==> src/rtl/sensor_sr_receiver.sv <==
// Chip-side emulation of the speckle sensor's column/row shift registers, row reset and
// pixel write key, with a small pixel array and registered row readback.
module sensor_sr_receiver #(
    parameter int NB_COL  = 8,
    parameter int NB_ROW  = 8,
    parameter int NB_ADDR = 3,
    parameter int NB_CNT  = 16
) (
    input  logic               clk,
    input  logic               rst,
    input  logic               i_clk_col,
    input  logic               i_data_col,
    input  logic               i_clk_row,
    input  logic               i_data_row,
    input  logic               i_write_key,
    input  logic               i_rst_row,
    input  logic [NB_ADDR-1:0] i_rd_row,
    output logic [NB_COL-1:0]  o_col_sr,
    output logic [NB_ROW-1:0]  o_row_sr,
    output logic [7:0]         o_col_cnt,
    output logic [NB_CNT-1:0]  o_key_cnt,
    output logic               o_key_done,
    output logic               o_col_ovf,
    output logic [NB_COL-1:0]  o_rd_data
);

    logic               clk_col_prev_q, clk_row_prev_q, key_prev_q, rst_row_prev_q;
    logic               rise_col, rise_row, rise_key, rise_rst;
    logic [NB_COL-1:0]  col_sr_q, col_sr_d;
    logic [NB_ROW-1:0]  row_sr_q, row_sr_d;
    logic [7:0]         col_cnt_q, col_cnt_d;
    logic               col_ovf_q, col_ovf_d;
    logic [NB_CNT-1:0]  key_cnt_q, key_cnt_d;
    logic               key_done_q;
    logic [NB_COL-1:0]  rd_data_q, rd_data_d;
    logic [NB_COL-1:0]  pix_q [NB_ROW];

    // History resets to 1 so a line already high at reset release is not an edge.
    assign rise_col = i_clk_col   & ~clk_col_prev_q;
    assign rise_row = i_clk_row   & ~clk_row_prev_q;
    assign rise_key = i_write_key & ~key_prev_q;
    assign rise_rst = i_rst_row   & ~rst_row_prev_q;

    always_comb begin
        col_sr_d  = col_sr_q;
        col_cnt_d = col_cnt_q;
        col_ovf_d = col_ovf_q;
        row_sr_d  = row_sr_q;
        key_cnt_d = key_cnt_q;

        if (rise_col) begin
            col_sr_d = {col_sr_q[NB_COL-2:0], i_data_col};
        end

        // A key coincident with a column edge starts a new frame holding that one bit.
        if (rise_key) begin
            col_cnt_d = rise_col ? 8'd1 : 8'd0;
            key_cnt_d = key_cnt_q + NB_CNT'(1);
        end else if (rise_col) begin
            if (col_cnt_q >= 8'(NB_COL)) begin
                col_ovf_d = 1'b1;
            end
            if (col_cnt_q != 8'hFF) begin
                col_cnt_d = col_cnt_q + 8'd1;
            end
        end

        if (rise_rst) begin
            row_sr_d = '0;
        end else if (rise_row) begin
            row_sr_d = {row_sr_q[NB_ROW-2:0], i_data_row};
        end
    end

    // Out-of-range addresses fall through to zero.
    always_comb begin
        rd_data_d = '0;
        for (int r = 0; r < NB_ROW; r++) begin
            if (i_rd_row == NB_ADDR'(r)) begin
                rd_data_d = pix_q[r];
            end
        end
    end

    always_ff @(posedge clk) begin
        if (rst) begin
            clk_col_prev_q <= 1'b1;
            clk_row_prev_q <= 1'b1;
            key_prev_q     <= 1'b1;
            rst_row_prev_q <= 1'b1;
            col_sr_q       <= '0;
            row_sr_q       <= '0;
            col_cnt_q      <= '0;
            col_ovf_q      <= 1'b0;
            key_cnt_q      <= '0;
            key_done_q     <= 1'b0;
            rd_data_q      <= '0;
            for (int r = 0; r < NB_ROW; r++) begin
                pix_q[r] <= '0;
            end
        end else begin
            clk_col_prev_q <= i_clk_col;
            clk_row_prev_q <= i_clk_row;
            key_prev_q     <= i_write_key;
            rst_row_prev_q <= i_rst_row;
            col_sr_q       <= col_sr_d;
            row_sr_q       <= row_sr_d;
            col_cnt_q      <= col_cnt_d;
            col_ovf_q      <= col_ovf_d;
            key_cnt_q      <= key_cnt_d;
            key_done_q     <= rise_key;
            rd_data_q      <= rd_data_d;
            // Key writes use the pre-shift registers of this same cycle.
            for (int r = 0; r < NB_ROW; r++) begin
                if (rise_key && row_sr_q[r]) begin
                    pix_q[r] <= col_sr_q;
                end
            end
        end
    end

    assign o_col_sr   = col_sr_q;
    assign o_row_sr   = row_sr_q;
    assign o_col_cnt  = col_cnt_q;
    assign o_key_cnt  = key_cnt_q;
    assign o_key_done = key_done_q;
    assign o_col_ovf  = col_ovf_q;
    assign o_rd_data  = rd_data_q;

endmodule

==> config.mk <==
export PLATFORM = sky130hd
export DESIGN_NAME = sensor_sr_receiver
export DESIGN_NICKNAME = d
export VERILOG_FILES = /design/src/rtl/sensor_sr_receiver.sv
export SDC_FILE = /design/constraint.sdc
export NUM_CORES = 1
export LEC_CHECK = 0
export ABC_AREA = 1
export BUFFER_PORTS_ARGS = -buffer_cell sky130_fd_sc_hd__buf_2
export CAP_MARGIN = 5
export CORE_AREA = 2 2 126 128
export CTS_CLUSTER_DIAMETER = 30
export DETAILED_ROUTE_END_ITERATION = 8
export DIE_AREA = 0 0 128 130
export PLACE_DENSITY_LB_ADDON = 0.3
export SLEW_MARGIN = 30
export SYNTH_ARGS = -nofsm -noshare
export SYNTH_HDL_FRONTEND = slang
export SYNTH_SLANG_ARGS = --single-unit
export TNS_END_PERCENT = 1
==> constraint.sdc <==
create_clock -name clk -period 1.88 [get_ports clk]
set_input_delay 0.376 -clock clk [delete_from_list [all_inputs] [get_ports clk]]
set_output_delay 0.376 -clock clk [all_outputs]
set_load 0.05 [all_outputs]
Word-level counts from Yosys, hierarchy flattened:

Memory sizes are Yosys's and may differ from the RTL's.
Cells that the tools add are included.

* memories: 1
* memory bits (writable): 64
* output and inout bits: 50
* word-level logic and storage cells: 100
* input port bits: 11
* bits in registers: 54
* bits in latches: 0
* memory bits (read-only): 0

* div/mod/pow operators: 0
* add/subtract/negate cells: 2
* $mul: 0
* reductions and logical operators: 14
* bitwise operators: 17
* eq/ne operators: 8
* order comparisons: 1
* shifts and indexed selects: 0
* muxes and demuxes: 46

Memories
* pix_q: words 8, width 8, rd ports 8, clocked after memory_dff 0, write ports 8, line 36 `logic [NB_COL-1:0] pix_q [NB_ROW];`

Operators by type and width (count)
* $mux W8: 19
* $mux W1: 27
* $add A16 B1 Y16 const B: 1
* $eq A3 B3 Y1 const B: 4
* $add A8 B1 Y8 const B: 1
* $ge A8 B4 Y1 const B: 1
* $logic_and A1 B1 Y1: 8
* $ne A8 B8 Y1 const B: 1
* $or A1 B1 Y1: 8
* $eq A3 B2 Y1 const B: 2
* $not A1 Y1: 5
* $and A1 B1 Y1: 4
* $reduce_bool A2 Y1: 2
* $eq A3 B1 Y1 const B: 1
* $logic_not A3 Y1: 1
* $reduce_and A3 Y1: 1
* $reduce_and A2 Y1: 1
* $reduce_or A2 Y1: 1

Depth between registers and ports, before layout:

Gate-level depths: netlist (run 1).

* depth after elaboration: 9
* mapped depth: 10
* gate-level depth less buffers: 10

Worst setup path after synthesis (run 1):

No wires, ideal clock.

* path type: input -> register
* from: input port i_write_key
* to: memory pix_q[2][0] (netlist: pix_q[0][16]), enable pin
* data arrival time: 1.447 ns
* setup slack: 0.049 ns
* path buffers: 1
* required time: 1.496 ns
* setup time: 0.384 ns
* cell stages on the path: 5
* path through: inv_1 -> nor2_2 -> inv_1 -> clkbuf_1 -> o21ai_0

RTL lines
* from (decl): line 15 `input logic i_write_key,`
* to (decl): line 36

Worst setup path after layout (run 1):

* from: register col_cnt_q[5] (netlist: o_col_cnt[5])
* to: output port o_col_cnt[5]

RTL lines
* from (decl): line 31 `logic [7:0] col_cnt_q, col_cnt_d;`
* from (signal assigned): line 108 `col_cnt_q <= col_cnt_d;`
* to (decl): line 20 `output logic [7:0] o_col_cnt,`

No word-level cell between the ends.

==> results of run 1 <==
[synthesized netlist by cell type (7+ instances only)]
| master | n | area [um2] |
|---|---|---|
| sky130_fd_sc_hd__nand2_1 | 112 | 420 |
| sky130_fd_sc_hd__nor2_1 | 106 | 398 |
| sky130_fd_sc_hd__inv_1 | 71 | 267 |
| sky130_fd_sc_hd__edfxtp_1 | 64 | 1920 |
| sky130_fd_sc_hd__dfxtp_1 | 54 | 1080 |
| sky130_fd_sc_hd__a21oi_1 | 46 | 230 |
| sky130_fd_sc_hd__nand4_1 | 34 | 213 |
| sky130_fd_sc_hd__nand3_1 | 31 | 155 |
| sky130_fd_sc_hd__o21ai_0 | 23 | 115 |
| sky130_fd_sc_hd__clkbuf_1 | 8 | 30.0 |
| sky130_fd_sc_hd__buf_2 | 7 | 35.0 |
[routing by layer]
layer / global-route usage, % / wire length (um)
met5: 0 / 0
met4: 7.50 / 320
met3: 4.47 / 843
met2: 24.9 / 5650
met1: 20.3 / 5680
[state kept, by name (all words and copies together), names as in the netlist]
register,cells
o_col_sr,8
pix_q,64
o_col_ovf,1
o_col_cnt,8
o_rd_data,8
o_key_cnt,16
o_key_done,1
clk_col_prev_q,1
o_row_sr,8
rst_row_prev_q,1
key_prev_q,1
clk_row_prev_q,1
[report_power, final]
group / switching [mW] / leakage [nW] / internal, mW
clock: 1.11 / 0.303 / 2.14
combinational: 0.334 / 1.17 / 0.0988
sequential: 0.0351 / 1.10 / 2.81
[per-stage QoR]
stage	hold WS (ps)	area, um2	total power [mW]
6_report	156	6280	6.52
5_1_grt	152	6280	6.75
4_1_cts	141	6280	6.58
3_5_place_dp	491	5670	3.33
3_3_place_gp	468	5670	3.32
2_1_floorplan	472	5090	3.18
[layout by cell type (no fill, tap or decap), types with 5 or more instances in the layout]
master and count:
sky130_fd_sc_hd__edfxtp_1 64, sky130_fd_sc_hd__nand3_1 31, sky130_fd_sc_hd__a21oi_1 46, sky130_fd_sc_hd__buf_2 60, sky130_fd_sc_hd__clkbuf_16 19, sky130_fd_sc_hd__dfxtp_1 54, sky130_fd_sc_hd__buf_4 15, sky130_fd_sc_hd__inv_1 71
sky130_fd_sc_hd__nand4_1 34, sky130_fd_sc_hd__nand2_1 112, sky130_fd_sc_hd__nor2_1 106, sky130_fd_sc_hd__o21ai_0 23, sky130_fd_sc_hd__clkbuf_8 5
[cell type report]
| type | count | area share [%] |
|---|---|---|
| multi-input cells | 376 | 27.7 |
| repair buffers | 75 | 6.58 |
| well taps | 192 | 3.83 |
| flip-flops and latches | 118 | 47.8 |
| inverters | 73 | 4.36 |
| clock buffers | 25 | 8.73 |
| clock inverters | 7 | 0.976 |
[kinds of logic (layout without fill, tap and decap cells)]
group	Yosys count	in the layout
xor gates and xnor gates	2	2
buffers and inverters	89	180
DFF	118	118
adders and majority gates	3	3
AOI/OAI and AO/OA	77	77
and+or+nand+nor	294	294
[worst paths after layout]
path                               endpoint                      start  slack (ps)
setup / recovery               o_col_cnt[5]  o_col_cnt[5]$_SDFFE_PP0P_         260
hold / removal    clk_col_prev_q$_SDFF_PP1_                  i_clk_col         160
hold reg to reg      o_col_ovf$_SDFFE_PP0P_     o_col_ovf$_SDFFE_PP0P_         500
setup reg to reg  o_col_cnt[2]$_SDFFE_PP0P_  o_col_cnt[1]$_SDFFE_PP0P_         300
==> results.py, run 1 <==
metrics = {
    "setup_path": {
        "critical_path.max_fanout": 8,
        "r2r_cells": 9,
        "cp_slowest_stage_delay_ps": 500,
        "worst-setup-path-type": "reg2out",
        "timing.critical_path.buf_inv": 1,
        "startpoint_type": "flop",
        "critical_path.endpoint_type": "primary output",
        "crit_cells": 1,
        "critPathTopFamily": "flip-flops",
        "worst_path_max_delay_cell": "sky130_fd_sc_hd__dfxtp_1",
        "cp_data_arrival_time_ps": 1240,
        "required_ps": 1500,
        "critical_path.cell_chain": "buf_2",
    },
    "flow_run": {
        "maxCapViolations": 0,
    },
    "detailed_routing": {
        "drtAntennaViolNets": 0,
        "vias_per_cell": 4.86,
        "route.vias.total": 4209,
        "postRouteWirelength_mm": 12.5,
        "drt_first_pass_iters": 5,
        "wl_per_cell_um": 14.4,
        "first_iter_violations": 291,
        "drc": 0,
    },
    "sta": {
        "fin_ws_ps": 265,
        "timing.final.setup_violations": 0,
        "final.setup.tns_ps": 0,
        "timing.final.crit_share_pct": 85.9,
        "skew_ps": 5.25,
        "report.final.slew_viol_count": 0,
        "finalCriticalPeriod_ps": 1620,
        "max_freq_mhz": 619,
        "final_hold_viol_count": 0,
        "setup_repair_after_global_routing_missed_its_margin": "false",
        "max_slew.worst_pin.slew_ps": 511,
        "slew_headroom_pct": 65.7,
    },
    "floorplanning": {
        "die_w_um": 128,
        "initial_utilization_pct": 33.0,
        "boundaryPins": 61,
        "core_area_um2": 15400,
        "std_cell_rows": 46,
        "dieHeight_um": 130,
        "die_area_um2": 16600,
    },
    "synthesis": {
        "yosys.area_share.xor_xnor_pct": 0.344,
        "number_of_flip_flops_and_latches_in_the_synthesized_netlist": 118,
        "yosys.area_share.adder_pct": 0.737,
        "synth-warning-count": 0,
        "syn-cell-area_um2": 5090,
        "synth_edf_count": 64,
        "synth_fp_nets": 597,
        "ys_async_rst_share_pct": 0,
        "ys.flop_type": "sky130_fd_sc_hd__edfxtp_1",
        "yosysSeqAreaShare_pct": 59.0,
        "synth_mux_area_share_pct": 0,
        "synth_compound_gate_area_share_pct": 7.96,
        "post_synth.cell_area_avg_um2": 8.73,
        "synthSimpleGateAreaFrac_pct": 25.1,
        "dominant_combinational_cell_family_by_area_after_synthesis": "simple AND/OR/NAND/NOR gates",
        "synthCells": 583,
        "yosysUniqueCellTypes": 28,
    },
    "worst_hold_path": {
        "worstHoldPathCells": 3,
        "holdCritPathClass": "in2reg",
    },
    "layout": {
        "area_of_all_sequential_standard_cells_um2": 3000,
        "area_growth_pct": 23.3,
        "filler_cell_count": 1542,
        "multi_input_area_um2": 1740,
        "fin_nets": 675,
        "final_core_util_pct": 40.7,
        "non_filler_instance_count_after_layout": 866,
        "insertedDiodeCount": 0,
        "post_route_cells_drive_above_1_share_pct": 16.8,
    },
    "pwr": {
        "worst_ir_drop_vdd_uv": 709,
        "pwr_density_cell_nw_per_um2": 1040,
        "p_leak_nw": 2.57,
    },
    "clock_network": {
        "clockRootBuffer": "sky130_fd_sc_hd__clkbuf_16",
        "level_count_of_the_clock_h_tree": 4,
        "post_cts_hold_buffer_count": 0,
        "clock_tree_from_tritoncts": "done",
        "clk_latency_ps": 400,
        "cts_num_sinks": 118,
        "clk_pin_slew_worst_paths_ps": 50,
        "cts.path.max_buffers": 2,
        "cts_repair_resize_count": 0,
        "cts_inserted_buffers": 17,
        "post-cts-setup-buffers": 0,
    },
    "placed_design": {
        "gp_routability_congestion": 0.886,
        "hpwlAfterDp_mm": 8.91,
        "dpl.cell_count": 834,
        "dp_slack_ps": 160,
        "port-buffer-count": 60,
    },
    "grt": {
        "first_global_vias": 3956,
        "grt_start_max_net_pins": 29,
        "grt_first_pass_wirelength_mm": 20.2,
        "gr-total-overflow": 0,
        "track_usage_pct": 15.8,
        "initial_antenna_violation_count": 0,
    },
    "run_status": {
        "run_status": "finished clean",
    },
}
Power figures use the tool's default switching activity.
==> run 2: changes to the inputs <==
--- a/config.mk
+++ b/config.mk
@@ -9,6 +9,7 @@
 export BUFFER_PORTS_ARGS = -buffer_cell sky130_fd_sc_hd__buf_2
 export CAP_MARGIN = 5
 export CORE_AREA = 2 2 126 128
+export CTS_BUF_LIST = sky130_fd_sc_hd__clkbuf_8 sky130_fd_sc_hd__clkbuf_16
 export CTS_CLUSTER_DIAMETER = 30
 export DETAILED_ROUTE_END_ITERATION = 8
 export DIE_AREA = 0 0 128 130
==> constraint.sdc (replaced) <==
create_clock -name clk -period 2 [get_ports clk]
set_input_delay 0.4 -clock clk [delete_from_list [all_inputs] [get_ports clk]]
set_output_delay 0.4 -clock clk [all_outputs]
set_load 0.05 [all_outputs]
==> results.py, run 2 (same netlist as run 1, synthesis figures left out) <==
metrics = {
    "run_status": {
        "run_status": "finished clean",
    },
    "sta": {
        "slew_headroom_pct": 61.9,
        "timing.hold.ws_ps": 180,
        "setup_repair_after_global_routing_missed_its_margin": "false",
        "max_freq_mhz": 607,
        "final_hold_viol_count": 0,
        "skew_ps": 7.52,
        "finalCriticalPeriod_ps": 1650,
        "max_slew.worst_pin.slew_ps": 568,
        "timing.final.crit_share_pct": 82.3,
        "report.final.slew_viol_count": 0,
        "final.setup.tns_ps": 0,
        "timing.final.setup_violations": 0,
    },
    "pwr": {
        "clockPowerShare_pct": 51.5,
        "p_leak_nw": 2.55,
        "internal-power_mw": 4.92,
        "combinational_power_share_pct": 6.4,
        "pwr_density_cell_nw_per_um2": 1010,
        "power.switching_fraction_pct": 22.4,
        "p_seq_share_pct": 42.1,
        "worst_ir_drop_vdd_uv": 616,
        "p_sw_mw": 1.42,
    },
    "floorplanning": {
        "boundaryPins": 61,
        "core_area_um2": 15400,
        "die_area_um2": 16600,
        "std_cell_rows": 46,
        "dieHeight_um": 130,
        "initial_utilization_pct": 33.0,
        "die_w_um": 128,
    },
    "clock_network": {
        "cts_inserted_buffers": 17,
        "cts_num_sinks": 118,
        "clk_latency_ps": 410,
        "post-cts-setup-buffers": 0,
        "clk_pin_slew_worst_paths_ps": 60,
        "cts_repair_resize_count": 0,
        "clockRootBuffer": "sky130_fd_sc_hd__clkbuf_16",
        "clock_tree_from_tritoncts": "done",
        "post_cts_hold_buffer_count": 0,
        "cts.path.max_buffers": 2,
        "level_count_of_the_clock_h_tree": 4,
    },
    "layout": {
        "final_core_util_pct": 40.8,
        "final_common_cell": "sky130_fd_sc_hd__nand2_1",
        "multi_input_area_um2": 1740,
        "insertedDiodeCount": 0,
        "register_name_with_the_most_flops": "pix_q",
        "area_growth_pct": 23.5,
        "post_route_cells_drive_above_1_share_pct": 16.3,
        "area_of_all_sequential_standard_cells_um2": 3000,
        "largest_reg_flops": 64,
        "filler_cell_count": 1523,
        "fin_nets": 671,
        "most-common-layout-cells": "sky130_fd_sc_hd__nand2_1 (112), sky130_fd_sc_hd__nor2_1 (106), sky130_fd_sc_hd__inv_1 (71)",
    },
    "setup_path": {
        "critPathTopFamily": "flip-flops",
        "worst_path_max_delay_cell": "sky130_fd_sc_hd__dfxtp_1",
        "critical_path.cell_chain": "buf_2",
        "timing.critical_path.buf_inv": 1,
        "cp_slowest_stage_delay_ps": 500,
        "cp_data_arrival_time_ps": 1250,
        "required_ps": 1600,
        "worst-setup-path-type": "reg2out",
        "critical_path.max_fanout": 8,
        "startpoint_type": "flop",
        "critical_path.endpoint_type": "primary output",
    },
    "grt": {
        "gr-total-overflow": 0,
        "grt_start_max_net_pins": 30,
        "track_usage_pct": 15.8,
        "first_global_vias": 3933,
        "initial_antenna_violation_count": 0,
        "grt_first_pass_wirelength_mm": 20.2,
    },
    "detailed_routing": {
        "drtAntennaViolNets": 0,
        "vias_per_cell": 4.85,
        "wl_per_cell_um": 14.5,
        "route.vias.total": 4184,
        "drc": 0,
        "postRouteWirelength_mm": 12.5,
        "drt_first_pass_iters": 5,
        "first_iter_violations": 289,
    },
    "placed_design": {
        "port-buffer-count": 60,
        "gp_routability_congestion": 0.892,
        "hpwlAfterDp_mm": 8.91,
    },
    "flow_run": {
        "maxCapViolations": 0,
    },
    "worst_hold_path": {
        "holdCritPathClass": "in2reg",
    },
}
## run 2: metal layers
layer  share of wire [%]  up-vias  GRT usage [%]
li1                    -     2093              -
met1                  44     1941           20.0
met2                  48      137           25.3
met3                 7.0       13           4.80
met4                 1.5        0           7.05
met5                   0        -              0
## run 2: worst paths after layout
path                                                   end  slack [ps]  cells past startpoint                  startpoint
worst min register to register  o_key_cnt[15]$_SDFFE_PP0P_         500                      2  o_key_cnt[15]$_SDFFE_PP0P_
worst max register to register   o_col_cnt[2]$_SDFFE_PP0P_         400                      9   o_col_cnt[0]$_SDFFE_PP0P_
worst min-delay path             clk_col_prev_q$_SDFF_PP1_         180                      3                   i_clk_col
worst max-delay path                          o_col_cnt[5]         350                      1   o_col_cnt[5]$_SDFFE_PP0P_
## run 2: power groups by stage
stage | sequential [mW] | clock [mW] | combinational, mW
6_report | 2.67 | 3.27 | 0.403
5_1_grt | 2.68 | 3.41 | 0.441
4_1_cts | 2.67 | 3.31 | 0.406
3_5_place_dp | 2.72 | 0 | 0.404
3_3_place_gp | 2.72 | 0 | 0.398
2_1_floorplan | 2.81 | 0 | 0.182
## run 2: final cells by class
| cell class | count | area share (%) |
|---|---|---|
| Sequential cell | 118 | 47.8 |
| Clock buffer | 17 | 6.77 |
| Clock inverter | 15 | 3.34 |
| Multi-Input combinational cell | 376 | 27.7 |
| Inverter | 73 | 4.36 |
| Timing Repair Buffer | 71 | 6.29 |
| Tap cell | 192 | 3.82 |
## run 2: stage by stage
stage	instances	area [um2]	power [mW]	setup WS (ps)
final	862	6290	6.34	354
after global routing	862	6290	6.54	223
after CTS	862	6290	6.39	347
after detailed placement	830	5650	3.13	257
after global placement	830	5650	3.12	252
after floorplan	583	5090	2.99	145
==> run 3: changes to the inputs <==
--- a/config.mk
+++ b/config.mk
@@ -5,14 +5,14 @@
 export SDC_FILE = /design/constraint.sdc
 export NUM_CORES = 1
 export LEC_CHECK = 0
-export ABC_AREA = 1
+export ABC_AREA = 0
 export BUFFER_PORTS_ARGS = -buffer_cell sky130_fd_sc_hd__buf_2
 export CAP_MARGIN = 5
-export CORE_AREA = 2 2 126 128
+export CORE_AREA = 2 2 124 126
 export CTS_BUF_LIST = sky130_fd_sc_hd__clkbuf_8 sky130_fd_sc_hd__clkbuf_16
 export CTS_CLUSTER_DIAMETER = 30
 export DETAILED_ROUTE_END_ITERATION = 8
-export DIE_AREA = 0 0 128 130
+export DIE_AREA = 0 0 126 128
 export PLACE_DENSITY_LB_ADDON = 0.3
 export SLEW_MARGIN = 30
 export SYNTH_ARGS = -nofsm -noshare
==> constraint.sdc (replaced) <==
create_clock -name clk -period 1.4 [get_ports clk]
set_input_delay 0.28 -clock clk [delete_from_list [all_inputs] [get_ports clk]]
set_output_delay 0.28 -clock clk [all_outputs]
set_load 0.05 [all_outputs]
==> results.py, run 3 <==
metrics = {
    "detailed_routing": {
        "first_iter_violations": 201,
        "drtAntennaViolNets": 0,
        "postRouteWirelength_mm": 11.2,
        "drc": 0,
        "wl_per_cell_um": 14.7,
        "vias_per_cell": 4.79,
        "drt_first_pass_iters": 4,
        "route.vias.total": 3642,
    },
    "setup_path": {
        "reg2reg_setup_slack_ps": -100,
        "critPathCapture": "o_key_cnt[14]$_SDFFE_PP0P_",
        "timing.rr.start": "key_prev_q$_SDFF_PP1_",
        "timing.rr.end": "o_key_cnt[14]$_SDFFE_PP0P_",
        "critical_path.cell_chain": "and2b_2 -> buf_4 -> nand2_4 -> nor4b_4 -> mux2_4",
        "startpoint_type": "flop",
        "worst_path_max_delay_cell": "sky130_fd_sc_hd__dfxtp_2",
        "critPathLaunch": "key_prev_q$_SDFF_PP1_",
        "critical_path.max_fanout": 4,
        "cp_slowest_stage_delay_ps": 320,
        "critical_path.endpoint_type": "flop",
        "worst-setup-path-type": "reg2reg",
        "required_ps": 1700,
        "cp_data_arrival_time_ps": 1790,
        "r2r_cells": 5,
    },
    "pwr": {
        "pwr_density_cell_nw_per_um2": 1340,
        "clockPowerShare_pct": 52.4,
        "worst_ir_drop_vdd_uv": 850,
        "combinational_power_share_pct": 5.5,
        "p_seq_share_pct": 42.1,
        "p_sw_mw": 1.81,
        "power.switching_fraction_pct": 20.2,
        "p_leak_nw": 2.71,
        "internal-power_mw": 7.13,
    },
    "clock_network": {
        "clock_tree_from_tritoncts": "done",
        "clk_pin_slew_worst_paths_ps": 50,
        "clk_latency_ps": 410,
        "cts.path.max_buffers": 2,
        "clockRootBuffer": "sky130_fd_sc_hd__clkbuf_16",
        "cts_num_sinks": 118,
        "post_cts_hold_buffer_count": 0,
        "post-cts-setup-buffers": 0,
        "cts_inserted_buffers": 17,
        "level_count_of_the_clock_h_tree": 4,
    },
    "layout": {
        "register_name_with_the_most_flops": "pix_q",
        "postLayoutCellArea_um2": 6680,
        "non_filler_instance_count_after_layout": 760,
        "post_route_cells_drive_above_1_share_pct": 33.7,
        "area_growth_pct": 35.0,
        "insertedDiodeCount": 0,
        "largest_reg_flops": 64,
        "filler_cell_count": 1388,
        "final_common_cell": "sky130_fd_sc_hd__nor2_1",
        "most-common-layout-cells": "sky130_fd_sc_hd__nor2_1 (83), sky130_fd_sc_hd__edfxtp_1 (64), sky130_fd_sc_hd__buf_4 (56)",
        "fin_nets": 573,
        "final_core_util_pct": 45.0,
    },
    "synthesis": {
        "ys.flop_type": "sky130_fd_sc_hd__edfxtp_1",
        "synth_fp_nets": 463,
        "yosys-top-cells-area": "sky130_fd_sc_hd__edfxtp_1 (39%), sky130_fd_sc_hd__dfxtp_1 (22%), sky130_fd_sc_hd__nor2_1 (6.3%)",
        "synth-warning-count": 0,
        "post-synth-top-area-cell": "sky130_fd_sc_hd__edfxtp_1",
        "yosysUniqueCellTypes": 50,
        "yosysSeqAreaShare_pct": 60.7,
        "ys_async_rst_share_pct": 0,
        "post-synth-top-area-fraction_pct": 38.8,
        "synth_top_cells_by_count": "sky130_fd_sc_hd__nor2_1 (83), sky130_fd_sc_hd__edfxtp_1 (64), sky130_fd_sc_hd__dfxtp_1 (54)",
        "synthCells": 449,
        "post_synth.cell_area_avg_um2": 11.0,
        "post-synth-top-count-cell": "sky130_fd_sc_hd__nor2_1",
        "number_of_flip_flops_and_latches_in_the_synthesized_netlist": 118,
        "synth_edf_count": 64,
        "syn-cell-area_um2": 4950,
    },
    "flow_run": {
        "maxCapViolations": 0,
    },
    "run_status": {
        "failed_checks": "negative setup slack",
        "run_status": "finished with violations",
    },
    "placed_design": {
        "dp_slack_ps": -145,
        "dpl.cell_count": 728,
        "placedInstanceArea_um2": 5880,
        "gp_routability_congestion": 0.765,
        "hpwlAfterDp_mm": 8.19,
        "port-buffer-count": 60,
    },
    "grt": {
        "gr-total-overflow": 0,
        "first_global_vias": 3802,
        "grt_first_pass_wirelength_mm": 18.5,
        "track_usage_pct": 14.7,
        "grt_start_max_net_pins": 24,
        "initial_antenna_violation_count": 0,
    },
    "floorplanning": {
        "dieHeight_um": 128,
        "std_cell_rows": 45,
        "initial_utilization_pct": 33.3,
        "core_area_um2": 14900,
        "die_w_um": 126,
        "boundaryPins": 61,
        "die_area_um2": 16100,
    },
    "sta": {
        "timing.final.crit_share_pct": 107,
        "fin_ws_ps": -95.3,
        "setup_repair_after_global_routing_missed_its_margin": "true",
        "max_freq_mhz": 669,
        "skew_ps": 6.18,
        "final_hold_viol_count": 0,
        "max_slew.worst_pin.slew_ps": 401,
        "report.final.slew_viol_count": 0,
        "finalCriticalPeriod_ps": 1500,
        "slew_headroom_pct": 73.3,
        "timing.final.setup_violations": 5,
        "final.setup.tns_ps": -335,
    },
    "worst_hold_path": {
        "holdCritPathClass": "in2reg",
    },
}
-- run 3: cell count changes after synthesis, sizes merged, moves of 9 or more --
cell and delta:
nor2 -25, nand3 -19, mux2 +9, inv -57, nand2b +19, o21ai -14
nand2 -64, a21oi -25, nand4 -29
-- run 3: what timing repair did --
item                                   CTS  global route
cloned                                   0             0
endpoints found under the hold margin    0             0
setup endpoints to repair               39            77
pin swaps                                4             1
gates resized for setup                 27            30
-- run 3: metrics by stage --
stage / power [mW] / hold WS (ps)
finish: 8.94 / 64.7
global route: 9.23 / 60.4
CTS: 9.03 / 46.5
detailed placement: 4.32 / 483
global placement: 4.31 / 452
floorplan: 4.14 / 384
-- run 3: logic make-up after synthesis --
logic type                 share of synthesized area [%]
and+or+nand+nor                                     19.9
muxes                                               5.94
buffers and inverters                               2.96
adders and majority gates                          0.759
xor gates and xnor gates                            2.30
AOI/OAI and AO/OA                                   7.41
DFF                                                 60.7
-- run 3: metal layers --
layer | track usage, % | up-vias | wire length [um]
li1 | - | 1792 | -
met1 | 16.5 | 1769 | 4730
met2 | 25.1 | 68 | 5710
met3 | 5.80 | 13 | 605
met4 | 5.95 | 0 | 157
met5 | 0 | - | 0
-- run 3: worst min path at each step --
stage / start / endpoint / slack (ps) / cells after the start
floorplan: i_clk_row / clk_row_prev_q$_SDFF_PP1_ / 380 / 1
global placement: o_col_ovf$_SDFFE_PP0P_ / o_col_ovf$_SDFFE_PP0P_ / 450 / 2
detailed placement: o_col_sr[3]$_SDFFE_PP0P_ / o_col_sr[4]$_SDFFE_PP0P_ / 480 / 2
CTS: i_rst_row / rst_row_prev_q$_SDFF_PP1_ / 50 / 2
global route: i_clk_row / clk_row_prev_q$_SDFF_PP1_ / 60 / 2
finish: i_rst_row / rst_row_prev_q$_SDFF_PP1_ / 60 / 2
-- run 3: cell type report --
cell class | count | area, um2 | share of cell area [%]
Tap cell | 188 | 235 | 3.52
Timing Repair Buffer | 109 | 826 | 12.4
Multi-Input combinational cell | 297 | 1880 | 28.1
Clock buffer | 19 | 453 | 6.78
Clock inverter | 13 | 189 | 2.83
Inverter | 16 | 60.1 | 0.899
Sequential cell | 118 | 3040 | 45.5
-- run 3: power by group through the flow --
stage / clock network (mW) / logic, mW / registers, mW
floorplan: 0 / 0.227 / 3.91
global placement: 0 / 0.478 / 3.83
detailed placement: 0 / 0.486 / 3.84
CTS: 4.77 / 0.492 / 3.76
global route: 4.93 / 0.535 / 3.77
finish: 4.69 / 0.491 / 3.76
-- run 3: worst max-delay path, delay by kind of cell (launching register included) --
kind	cells	cell delay [ps]
flops	1	320
mux	1	320
buf+inv	1	130
simple gates	3	600
